### src/rtl/huffman_pkg.sv
// Shared types and constants for the Huffman encoder slice.
// Contents:
//   CODE_DIGITS / CODE_W / LEN_W : codebook entry geometry (longest code is
//                                  the 5-digit escape form)
//   code_entry_t                 : MSB-aligned code bits plus digit count
//   SYM_A..SYM_E                 : mapped symbol values
//   ESC_DIGIT                    : leading digit reserved for escape codes
//   enc_state_t                  : encoder FSM states
package huffman_pkg;

    localparam int unsigned CODE_DIGITS = 5;
    localparam int unsigned CODE_W      = 2 * CODE_DIGITS;
    localparam int unsigned LEN_W       = $clog2(CODE_DIGITS + 1);

    typedef struct packed {
        logic [CODE_W-1:0] bits;
        logic [LEN_W-1:0]  len;
    } code_entry_t;

    localparam logic [7:0] SYM_A = 8'h41;
    localparam logic [7:0] SYM_B = 8'h42;
    localparam logic [7:0] SYM_C = 8'h43;
    localparam logic [7:0] SYM_D = 8'h44;
    localparam logic [7:0] SYM_E = 8'h45;

    localparam logic [1:0] ESC_DIGIT = 2'b11;

    typedef enum logic {
        ST_IDLE,
        ST_SHIFT
    } enc_state_t;

endpackage

### src/rtl/huffman_codebook.sv
// Combinational symbol-to-code lookup.
// Ports:
//   sym_in : 8-bit symbol
//   hit    : symbol has a code (always 1 when escape encoding is enabled)
//   entry  : MSB-aligned code digits and digit count
// Build option HUFFMAN_ENC_ESCAPE_EN: unmapped symbols become the 5-digit
// escape code 11 followed by the raw symbol, MSB-first.
module huffman_codebook
    import huffman_pkg::*;
(
    input  logic [7:0]  sym_in,
    output logic        hit,
    output code_entry_t entry
);

    always_comb begin
        hit   = 1'b1;
        entry = '0;
        case (sym_in)
            SYM_A: begin
                entry.bits = {2'b00, 2'b00, 6'b0};
                entry.len  = LEN_W'(2);
            end
            SYM_B: begin
                entry.bits = {2'b00, 2'b01, 6'b0};
                entry.len  = LEN_W'(2);
            end
            SYM_C: begin
                entry.bits = {2'b00, 2'b10, 2'b00, 4'b0};
                entry.len  = LEN_W'(3);
            end
            SYM_D: begin
                entry.bits = {2'b01, 2'b00, 6'b0};
                entry.len  = LEN_W'(2);
            end
            SYM_E: begin
                entry.bits = {2'b10, 2'b00, 6'b0};
                entry.len  = LEN_W'(2);
            end
            default: begin
`ifdef HUFFMAN_ENC_ESCAPE_EN
                entry.bits = {ESC_DIGIT, sym_in};
                entry.len  = LEN_W'(5);
`else
                hit = 1'b0;
`endif
            end
        endcase
    end

endmodule

### src/rtl/huffman_encoder.sv
// Huffman encoder: accepts 8-bit symbols (valid/ready) and serializes their
// prefix-free codes MSB-first as 2-bit digits with a last-digit marker.
// Ports:
//   clk, reset       : clock; synchronous active-low reset
//   sym_in/sym_valid : input symbol and its valid
//   sym_ready        : symbol accepted this cycle (combinational)
//   bit_out          : current digit
//   valid_out        : bit_out valid
//   ready_out        : downstream accepts bit_out
//   last_out         : current digit ends its code
//   err_out          : one-cycle pulse after an unmapped symbol is rejected
// Build option HUFFMAN_ENC_ESCAPE_EN: unmapped symbols are escape-encoded by
// the codebook, so the lookup always hits and err_out never pulses.
module huffman_encoder
    import huffman_pkg::*;
#(
    parameter int unsigned MAX_DIGITS = 5
) (
    input  logic       clk,
    input  logic       reset,
    input  logic [7:0] sym_in,
    input  logic       sym_valid,
    output logic       sym_ready,
    output logic [1:0] bit_out,
    output logic       valid_out,
    input  logic       ready_out,
    output logic       last_out,
    output logic       err_out
);

    localparam int unsigned SW    = 2 * MAX_DIGITS;
    localparam int unsigned CW    = $clog2(MAX_DIGITS + 1);
    localparam int unsigned NCOPY = (SW < CODE_W) ? SW : CODE_W;

    enc_state_t     state, state_n;
    logic [SW-1:0]  sreg, sreg_n;
    logic [CW-1:0]  cnt, cnt_n;
    logic           err_n;
    logic           armed;
    logic           hit;
    code_entry_t    entry;
    logic [SW-1:0]  load_bits;
    logic           sym_fire;
    logic           dig_fire;

    huffman_codebook u_codebook (
        .sym_in (sym_in),
        .hit    (hit),
        .entry  (entry)
    );

    // MSB-align the codebook entry into the shift register regardless of
    // which of the two is wider.
    always_comb begin
        load_bits = '0;
        for (int unsigned i = 0; i < NCOPY; i++) begin
            load_bits[SW-1-i] = entry.bits[CODE_W-1-i];
        end
    end

    assign valid_out = (state == ST_SHIFT);
    assign bit_out   = sreg[SW-1 -: 2];
    assign last_out  = (state == ST_SHIFT) && (cnt == CW'(1));
    // armed holds sym_ready low for the cycle right after a reset edge.
    assign sym_ready = (state == ST_IDLE) ? armed : (last_out && ready_out);
    assign sym_fire  = sym_valid && sym_ready;
    assign dig_fire  = valid_out && ready_out;

    always_comb begin
        state_n = state;
        sreg_n  = sreg;
        cnt_n   = cnt;
        err_n   = 1'b0;
        case (state)
            ST_IDLE: begin
                if (sym_fire) begin
                    if (hit) begin
                        sreg_n  = load_bits;
                        cnt_n   = CW'(entry.len);
                        state_n = ST_SHIFT;
                    end else begin
                        err_n = 1'b1;
                    end
                end
            end
            ST_SHIFT: begin
                if (dig_fire) begin
                    if (cnt == CW'(1)) begin
                        // Last digit leaving: either reload directly from a
                        // back-to-back symbol or fall back to idle.
                        if (sym_fire && hit) begin
                            sreg_n = load_bits;
                            cnt_n  = CW'(entry.len);
                        end else begin
                            err_n   = sym_fire;
                            sreg_n  = '0;
                            cnt_n   = '0;
                            state_n = ST_IDLE;
                        end
                    end else begin
                        sreg_n = sreg << 2;
                        cnt_n  = cnt - CW'(1);
                    end
                end
            end
            default: state_n = ST_IDLE;
        endcase
    end

    always_ff @(posedge clk) begin
        if (!reset) begin
            state   <= ST_IDLE;
            sreg    <= '0;
            cnt     <= '0;
            err_out <= 1'b0;
            armed   <= 1'b0;
        end else begin
            state   <= state_n;
            sreg    <= sreg_n;
            cnt     <= cnt_n;
            err_out <= err_n;
            armed   <= 1'b1;
        end
    end

endmodule

### config.mk
export PLATFORM = sky130hd
export DESIGN_NAME = huffman_encoder
export DESIGN_NICKNAME = d
export VERILOG_FILES = /design/src/rtl/huffman_pkg.sv /design/src/rtl/huffman_codebook.sv /design/src/rtl/huffman_encoder.sv
export SDC_FILE = /design/constraint.sdc
export NUM_CORES = 1
export LEC_CHECK = 0
export CORE_MARGIN = 1
export CORE_UTILIZATION = 46
export CTS_CLUSTER_SIZE = 16
export DETAILED_ROUTE_END_ITERATION = 10
export PLACE_DENSITY = 0.76
export SLEW_MARGIN = 20
export SYNTH_ARGS = -nofsm -noshare
export SYNTH_HDL_FRONTEND = slang
export SYNTH_SLANG_ARGS = --single-unit
### constraint.sdc
create_clock -name clk -period 2.5 [get_ports clk]
set_clock_uncertainty 0.1 [all_clocks]
set_input_delay 0.625 -clock clk [delete_from_list [all_inputs] [get_ports clk]]
set_output_delay 0.625 -clock clk [all_outputs]
set_load 0.01 [all_outputs]
==> results.toml <==
[route]
dr.first_iter.drc_count = 10
ant_nets = 0
wl_um = 1580
firstDrtPassIters = 6
vias_per_cell = 5.79
drc = 0
vias = 660
wire_per_inst_um = 13.9

[pwr]
peakVddDrop_v = 0.000201
power_density_nw_per_um2 = 356
power_leakage_uw = 0.000340

[timing]
slew_violations = 0
setup_violations = 0
hold_viol = 0
worst_slack_ns = 0.131
min_period_over_period_pct = 94.8
layout_min_cycle_time_ns = 2.37
slew_headroom_pct = 74.5
fmax_ghz = 0.422
rsz0062_at_grt = "false"
holdWs_ns = 0.366
worstMarginPinSlew_ns = 0.383

[floorplan]
die_area_um2 = 1650
start_util_pct = 50.7
die_w_um = 40.6
ios = 18
row_count = 13
die_h_um = 40.6
core_area_um2 = 1350

[cts]
cts_buffers = 3
clkTransAtPathRegs_ns = 0.06
cts.sinks = 10
htree_levels = 1
cts_tree = "built"
clockBufferDepth = 2
cts_hold_buf = 0
clk_latency_ns = 0.27
cts-root-buf = "clkbuf_4"

[worst_setup_path]
worst_setup_path_start_kind = "input port"
crit_type = "in -> out"
cp_slowest_stage_delay_ns = 0.41
crit_chain = "clkdlybuf4s50_1, and4b_1, or2_2, clkbuf_2"
path_max_fanout = 2
reg2reg_slack_ns = 0.62
critical_path_arrival_ns = 1.64
crit_path_end_kind = "output pin"
critPathRequiredTime_ns = 1.77
path_buf_inv = 2
worst_path_max_delay_cell = "clkdlybuf4s50_1"
cp_top_family = "buffers and inverters"

[grt]
grt_usage_pct = 25.8
grt_max_degree = 10
grt_overflow_total = 0
grt.met2_usage_pct = 41.3
grt_busiest_layer = "met2"
met1_usage_pct = 31.6
grt_pass1_wl_um = 2690
grt_util_met3_pct = 5.00
grt_pass1_vias = 622
antenna_found_initial = 0

[status]
outcome = "finished, final reports clean"

[yosys]
ys_warn_count = 0
synth.avg_cell_area_um2 = 9.13
synth_edf_count = 0
ys_ff_latch = 10
syn_area_um2 = 684
ys_seq_area_share_pct = 29.3
synth_ff_type = "dfxtp_1"
netlist_instances = 75
synth_nets = 89
ys_types = 37
async_flop_share_pct = 0

[final_layout]
layout_commonest_cell = "clkdlybuf4s50_1"
fin_area_um2 = 933
area_growth_pct = 36.4
diodes = 0
drive_gt1_share_pct = 20.2
fin_nets = 115
mostFrequentLayoutCells = "clkdlybuf4s50_1, dfxtp_1, buf_4, nand2_1"

[hold_path]
hp-class = "reg -> reg"

[placed_design]
pre_cts_slack_ns = -0.212
place_hpwl_um = 1260
portBuffers = 17
gp_congestion = 0.789
placed_cell_area_um2 = 906

[flow_run]
maxCapViolations = 0
## per-stage QoR
| stage | TNS (ns) | total power (uW) | cells | utilization [%] |
|---|---|---|---|---|
| after floorplan | 0 | 187 | 75 | - |
| after global routing | 0 | 348 | 114 | 69.1 |
| final | 0 | 332 | 114 | 69.1 |
| after global placement | -0.236 | 221 | 111 | 67.1 |
| after detailed placement | -0.222 | 223 | 111 | 67.1 |
| after CTS | 0 | 335 | 114 | 69.3 |
## routing by layer
| metal | vias up | share of wire (%) |
|---|---|---|
| met4 | 0 | 2.3 |
| met1 | 291 | 49 |
| met5 | - | 0 |
| met3 | 8 | 3.2 |
| li1 | 334 | - |
| met2 | 27 | 45 |
## cells by family (layout without fill, tap and decap cells)
logic type	Yosys count	after routing	synth area share, %
compound gates	20	20	29.3
fa+ha+maj	2	2	3.66
buf+inv	8	32	6.21
flops	10	10	29.3
mux	3	3	4.39
simple gates	32	32	27.2
## repair_timing
action / in CTS / in global routing
setup endpoints to repair: 2 / 2
gates resized for setup: 3 / 2
buffers inserted: 0 / 0
## tightest hold or removal path, delay by kind of cell, from the launching register on
kind	cells	cell delay [ns]
mux	1	0.05
flops	1	0.31
simple gates	1	0.05
## cell type report
| type | instances | area (um^2) |
|---|---|---|
| timing repair buffer | 25 | 228 |
| multi-input combinational | 57 | 449 |
| inverter | 4 | 15.0 |
| clock buffer | 3 | 22.5 |
| fill | 125 | 417 |
| tap | 15 | 18.8 |
| sequential | 10 | 200 |
## path summary, 6_finish.rpt
path,startpoint,end,cells after the start
max,ready_out,sym_ready,4
min,sreg[7],sreg[7],2
max reg2reg,cnt[1],sreg[9],7
min reg2reg,sreg[7],sreg[7],2
## registers in the layout, summed over array words and instances, names as in the netlist
register / cells
err_out: 1
sreg: 4
cnt: 3
armed: 1
valid_out: 1
## power breakdown
part / switching, uW / leakage [uW] / internal, uW / total (uW)
Sequential: 0.809 / 0.0000811 / 161 / 162
Combinational: 24.1 / 0.000245 / 32.1 / 56.2
Clock: 57.9 / 0.0000138 / 55.7 / 114
Total: 82.8 / 0.000340 / 249 / 332
## cell usage after synthesis (3+ instances only)
library cell	number	share of area (%)
nor2b_1	3	2.7
a21oi_1	3	2.2
dfxtp_1	10	29
buf_4	3	3.3
nor2_1	3	1.6
nand2_1	7	3.8
nor3_1	4	2.9
mux2i_1	3	4.4
inv_1	4	2.2
Power figures use the tool's default switching activity.
==> RTL edit, RTL diff (same flow settings) <==
Register the output `err_out` once more, with the module's reset; this adds one clock of latency there. The other outputs are not delayed to match. Comments in the files are not updated.
--- a/src/rtl/huffman_encoder.sv
+++ b/src/rtl/huffman_encoder.sv
@@ -32,4 +32,6 @@
     localparam int unsigned CW    = $clog2(MAX_DIGITS + 1);
     localparam int unsigned NCOPY = (SW < CODE_W) ? SW : CODE_W;
+
+    logic err_s0;
 
     enc_state_t     state, state_n;
@@ -113,5 +115,5 @@
             sreg    <= '0;
             cnt     <= '0;
-            err_out <= 1'b0;
+            err_s0 <= 1'b0;
             armed   <= 1'b0;
         end else begin
@@ -119,6 +121,14 @@
             sreg    <= sreg_n;
             cnt     <= cnt_n;
-            err_out <= err_n;
+            err_s0 <= err_n;
             armed   <= 1'b1;
+        end
+    end
+
+    always_ff @(posedge clk) begin
+        if (!reset) begin
+            err_out <= '0;
+        end else begin
+            err_out <= err_s0;
         end
     end
Function: changed (Yosys sat finds a counterexample within 4 cycles, from zero or initial values and one cycle with reset low).
==> RTL edit against the unedited design <==
Area after synthesis is 6.2% lower. Worst setup slack better by 13 ps. Sequential power is 10% higher. Worst hold slack worse by 32 ps. Power is 3.3% higher. Count of clock-buffer cells in the layout is 1 higher. Wire length is 20% lower. Sequential cell count is 1 higher. Design area is 7.5% lower. Register-to-register slack better by 310 ps. Sequential share of layout area is 4.2 points higher. Critical path type is now reg -> out. Largest power group unchanged. Highest routed layer unchanged.
==> RTL edit: results (changes against the unedited design) <==
max_stage_delay_ps: 540  # +130 ps
grt_pass1_vias: 522  # -16%
endpoint: "last_out"
seq_area_frac_synth_pct: 34.3  # +5.1 points
drt-vias-per-instance: 5.42  # -6.5%
reg2reg_depth: 6  # -1
worstReg2RegEnd: "cnt[0]"
min_from: "err_s0"
vdd_drop_max_uv: 234  # +16%
pre_cts_slack_ps: -58.2  # +154 ps
yosys-top-cells-count: "11 x dfxtp_1, 10 x nand2_1, 8 x inv_1"
min_path_cells: 1  # -1
slew_headroom_pct: 76.8  # +2.3 points
grtUsageTotal_pct: 19.7  # -6.1 points
synth_cell_types: 27  # -27%
clk-insertion-delay-late_ps: 260
top_regs: "sreg x4, cnt x3"
yosys-top-cells-area: "dfxtp_1 34%, nand2_1 5.8%, nand2b_1 4.9%"
layout.nets: 113  # -1.7%
critPathMaxFanout: 5  # +3
antenna_found_initial: 0  # unchanged
cp-startpoint: "cnt[1]"
holdWs_ps: 334  # -31.8 ps
dpl_cell_area_um2: 835  # -7.9%
wirelength_mm: 1.26  # -20%
arrival_ps: 1630
hold_end: "err_out"
grt_max_degree: 12  # +2
cp_slowest_cell: "clkdlybuf4s50_1"
synth.avg_cell_area_um2: 8.34  # -8.7%
min_period_ps: 2360  # -13.3 ps
reg2reg_slack_ps: 930  # +310 ps
syn_nets: 91  # +2.2%
fill_cells: 132  # +5.6%
dr.pass1.iters: 4  # -2
dp_hpwl_mm: 1.04  # -17%
grt_pass1_wl_mm: 2.02  # -25%
ys.flop_type: "dfxtp_1"
via_count: 612  # -7.3%
status: "complete, no violations"
drt_iter0_drc: 9  # -1
gp_congestion: 0.832  # +5.3%
p_leak_nw: 0.324  # -4.6%
drive_gt1_share_pct: 12.2  # -8.0 points
[RTL edit: changes by cell type after synthesis, sizes merged, moves of 3 or more]
cell	unedited run	this run
inv	4	8
nand2	7	10
nand2b	2	5
nor2	3	6
nor2b	3	0
[RTL edit: area by class of cell]
type / count / area [µm²] / share of cell area (%)
multi-input combinational: 54 / 368 / 42.6
inverter: 8 / 30.0 / 3.48
tap: 15 / 18.8 / 2.17
timing repair buffer: 21 / 199 / 23.0
sequential: 11 / 221 / 25.7
clock buffer: 4 / 26.3 / 3.04
[RTL edit: cell families after synthesis]
logic type               Yosys count  share of synthesized area (%)
flip-flops                        11                           34.3
AO/OA/AOI/OAI                     17                           22.6
adder cells (fa/ha/maj)            2                           3.90
AND/OR/NAND/NOR                   33                           27.3
buffers and inverters             12                           8.77
multiplexers                       2                           3.12
[RTL edit: timing repair]
action,4_1_cts,5_1_grt
resized for setup,1,2
endpoints found under the setup margin,1,1
pin swaps,0,0
[RTL edit: worst reg2reg max path: cells and delay by family (launching register included)]
family	cells	cell delay, ps
compound gates	3	610
flops	1	310
fa+ha+maj	1	200
simple gates	1	170
buf+inv	1	70
[RTL edit: per-layer routing]
layer | track usage (%) | vias to the layer above | share of wire [%]
met2 | 32.9 | 24 | 49
met3 | 4.55 | 3 | 4.0
met5 | 0 | - | 0
li1 | - | 313 | -
met1 | 22.7 | 272 | 46
met4 | 11.2 | 0 | 1.3
[RTL edit: where the power goes]
| group | internal [mW] | leakage (nW) | switching [mW] |
|---|---|---|---|
| registers | 0.178 | 0.0897 | 0.000976 |
| logic | 0.0269 | 0.220 | 0.0203 |
| clock network | 0.0617 | 0.0150 | 0.0554 |
| total | 0.266 | 0.324 | 0.0766 |
